`src/rtl/tbird_light_seq.sv`:
```
// tbird_light_seq: prescaled Moore sequencer for Thunderbird turn/hazard tail lamps
module tbird_light_seq #(
  parameter int TICK_DIV = 101,
  parameter int CNT_W    = 32
) (
  input  logic       clk,
  input  logic       reset,
  input  logic       left,
  input  logic       right,
  input  logic       hazard,
  output logic [2:0] lights_l,
  output logic [2:0] lights_r,
  output logic       busy,
  output logic       tick
);
  typedef enum logic [2:0] {IDLE, L1, L2, L3, R1, R2, R3, HAZ} state_t;
  state_t st, st_n;
  logic [CNT_W-1:0] cnt;
  logic [2:0] l_n, r_n;
  logic ovr;
  assign tick = cnt == CNT_W'(TICK_DIV - 1);
  assign ovr = hazard | (left & right);
  // free-running prescaler, wraps on the strobe
  always_ff @(posedge clk or posedge reset)
    if (reset) cnt <= '0;
    else cnt <= tick ? '0 : cnt + 1'b1;
  // next state is evaluated only on strobe cycles; hazard or both turns override a running sequence
  always_comb begin
    st_n = st;
    if (tick)
      case (st)
        IDLE:    st_n = ovr ? HAZ : left ? L1 : right ? R1 : IDLE;
        L1:      st_n = ovr ? HAZ : L2;
        L2:      st_n = ovr ? HAZ : L3;
        L3:      st_n = ovr ? HAZ : IDLE;
        R1:      st_n = ovr ? HAZ : R2;
        R2:      st_n = ovr ? HAZ : R3;
        R3:      st_n = ovr ? HAZ : IDLE;
        default: st_n = IDLE;
      endcase
  end
  // lamp decode of the next state so the registered lamps line up with the state register
  always_comb begin
    l_n = (st_n == L1) ? 3'b001 : (st_n == L2) ? 3'b011 : (st_n == L3 || st_n == HAZ) ? 3'b111 : 3'b000;
    r_n = (st_n == R1) ? 3'b001 : (st_n == R2) ? 3'b011 : (st_n == R3 || st_n == HAZ) ? 3'b111 : 3'b000;
  end
  // state and registered outputs
  always_ff @(posedge clk or posedge reset)
    if (reset) begin
      st       <= IDLE;
      lights_l <= 3'b000;
      lights_r <= 3'b000;
      busy     <= 1'b0;
    end else begin
      st       <= st_n;
      lights_l <= l_n;
      lights_r <= r_n;
      busy     <= st_n != IDLE;
    end
endmodule

```
`config.mk`:
```
export PLATFORM = sky130hd
export DESIGN_NAME = tbird_light_seq
export DESIGN_NICKNAME = d
export VERILOG_FILES = /design/src/rtl/tbird_light_seq.sv
export SDC_FILE = /design/constraint.sdc
export NUM_CORES = 1
export LEC_CHECK = 0
export CAP_MARGIN = 0
export CORE_UTILIZATION = 56
export DETAILED_ROUTE_END_ITERATION = 10
export DONT_BUFFER_PORTS = 1
export PLACE_DENSITY = 0.78
export SYNTH_ARGS = -nofsm -noshare
export SYNTH_HDL_FRONTEND = slang
export SYNTH_SLANG_ARGS = --single-unit
```
`constraint.sdc`:
```
create_clock -name clk -period 2.29 [get_ports clk]
set_input_delay 0.229 -clock clk [delete_from_list [all_inputs] [get_ports clk]]
set_output_delay 0.229 -clock clk [all_outputs]
set_load 0.01 [all_outputs]
```
==> reports/qor.csv <==
metric,value,unit
slowest cell on the critical path,dfrtp_1,
synth top area cells,"dfrtp_1 49%, xnor2_1 9.3%, nand4_1 3.8%",
TritonCTS clock tree,yes,
final setup violation count,0,
fill cell count,308,
Rows,22,
Logic pwr share,0.026,
Hold WC Path Type,primary input to flip-flop,
Root Buffer,clkbuf_8,
chip width,64.17,um
CTS Sinks,42,
fmax,463.4,MHz
Syn Nets,212,
Clk pwr share,0.432,
leak pwr,0.0009839,uW
minimum clock period,2.158,ns
Worst Path Required,2.48,ns
Ports,13,
clock latency on the worst-skew pair,0.30,ns
Starting Density,0.5868,
Sequential Area,1051,sq um
Post-route DRC,0,
post-synth cell types,52,
worst r2r path cells,8,
clk_skew,0.002239,ns
die area,4118,sq um
"flops & latches, synth",42,
Final Slew Violations,0,
Vias per Instance,6.125,
HPWL Detailed,3.056,mm
Power Dens Cells,577.4,nW/um^2
per-cell routed wire length,16.12,um
I/O Buffers,0,
Worst-path clk slew,0.08,ns
post-route antenna net violation count,0,
synth cell count leaders,"42 x dfrtp_1, 23 x xnor2_1, 18 x nor2_1",
CORE AREA,3689,sq um
fraction of power spent switching nets,0.2136,
CP arrival,2.35,ns
layout cell share with drive strength beyond 1,0.1535,
Area Growth Syn to Fin,9.422,%
syn_area_per_cell,10.56,sq um
H-tree level count,2,
All-Layer GR Usage,0.2410,
relative slew slack,0.5755,
vias in the first global route,1644,
initial DRC count,62,
Most used DFF post-synth,dfrtp_1,
CP Launch Type,flip-flop,
DRT Wirelength,4.239,mm
Worst path max stage delay,0.43,ns
initial antenna violation count,0,
crit path cell chain,inv_1 -> ha_1 -> nor4b_2 -> nand4_1 -> or2_4 -> clkinv_8 -> mux2_4 -> a211o_2,
first-pass GRT wire length,7.548,mm
maximum VDD drop,0.0003912,V
Die H,64.17,um
top cell type's share of synthesized area,0.4855,
Post-Syn Area,2165,sq um
Flop pwr share,0.542,
maxcap violations,0,
"Seq/Total Area, Yosys",0.4855,
status,finished clean,
cell accounting for the most synthesized area,dfrtp_1,
warnings from Yosys,0,
Crit Path Max Fanout,5,
post-CTS setup buffer count,0,
period utilisation layout,0.9423,
Cell Int Power,1075,uW
Inserted Clock Buffers,5,
NetSw,292.0,uW
largest net degree at the start of global routing,43,
DP Worst Slack,0.01534,ns
RSZ-0062 raised after global routing,false,
Gate Count Post-Synth,205,
setup tns final,0,ns
routability cong.,0.8974,
Multi-input gate area,1031,sq um
cell depth of the worst hold path,2,
endpoints failing hold,0,
gr ovfl total,0,
diode count,0,
TritonRoute pass-1 iters,4,
Vias,1611,
Max Root-Sink Buffers,2,
top-count cell post-synth,dfrtp_1,
"EDFF count, synth",0,
# nets final,221,
Setup Crit Path Kind,flip-flop to flip-flop,
Worst-Margin Slew,0.6368,ns
ys async rst share,1.000,
post-layout util,0.6421,
CP Capture Type,flip-flop,
worst setup margin,0.1322,ns
registers in the layout (all words and copies together) (netlist names):
| register | cells |
|---|---|
| cnt | 32 |
| lights_l | 3 |
| lights_r | 3 |
| st | 3 |
| busy | 1 |
placed cells by master (no fill, tap or decap), types with 6 or more instances in the layout:
cell type / count
dfrtp_1: 42
xnor2_1: 23
xor2_1: 7
inv_1: 6
a21oi_1: 7
nand4_1: 13
nor2_1: 18
buf_4: 7
nand3_1: 11
nand2_1: 17
power by group through the flow:
stage          registers, uW  clock network [uW]  logic, uW
2_1_floorplan            756                   0       26.3
3_3_place_gp             756                   0       33.4
3_5_place_dp             756                   0       35.0
4_1_cts                  741                 604       36.3
5_1_grt                  741                 632       40.4
6_report                 741                 591       35.6
repair_timing:
action,CTS,global route
hold buffers,1,0
endpoints found under the setup margin,1,3
endpoints found under the hold margin,42,0
gates resized for setup,1,3
critical path, delay by kind of cell, from the launching register on:
kind / cells / cell delay, ns
adders and majority gates: 1 / 0.17
muxes: 1 / 0.30
buffers and inverters: 2 / 0.17
AOI/OAI and AO/OA: 1 / 0.30
and+or+nand+nor: 3 / 0.67
DFF: 1 / 0.43
cell families (layout without fill, tap and decap cells):
family / count (synthesis) / in the layout / synth area share
AND/OR/NAND/NOR: 86 / 86 / 0.2197
flip-flops: 42 / 42 / 0.4856
XOR/XNOR: 30 / 30 / 0.1214
AO/OA/AOI/OAI: 29 / 29 / 0.1046
buffers and inverters: 14 / 24 / 0.04509
adder cells (fa/ha/maj): 2 / 2 / 0.01156
multiplexers: 2 / 2 / 0.01214
layout make-up:
type                            instances  share of cell area
Multi-Input combinational cell        149              0.4353
Timing Repair Buffer                    9             0.03117
Sequential cell                        42              0.4437
Tap cell                               48             0.02536
Clock inverter                          3             0.01902
Clock buffer                            5             0.02905
Inverter                                7             0.01638
metal layers:
metal | vias up | GRT usage | part of all wire
met3 | 14 | 0.08036 | 0.057
li1 | 749 | - | -
met2 | 56 | 0.3949 | 0.50
met5 | - | 0 | 0
met4 | 0 | 0.1056 | 0.028
met1 | 792 | 0.2877 | 0.42
final timing paths:
kind / start / endpoint / slack, ns
worst max-delay path: cnt[0] / busy / 0.13
min in group asynchronous: reset / cnt[21] / 0.50
worst min-delay path: left / lights_l[0] / 0.19
max in group asynchronous: reset / cnt[18] / 1.43
worst max register to register: cnt[0] / busy / 0.13
worst min register to register: cnt[30] / cnt[30] / 0.51
metrics by stage:
step	power [uW]	cells	hold WS, ns	cell area (sq um)
after floorplan	782.0	205	0.4426	2165
after detailed placement	790.7	254	0.2858	2226
final	1368	263	0.1917	2369
after global routing	1413	263	0.1898	2369
after global placement	789.1	254	0.2691	2226
after CTS	1381	263	0.1815	2356
No activity file was read; power rests on OpenSTA's default activity.
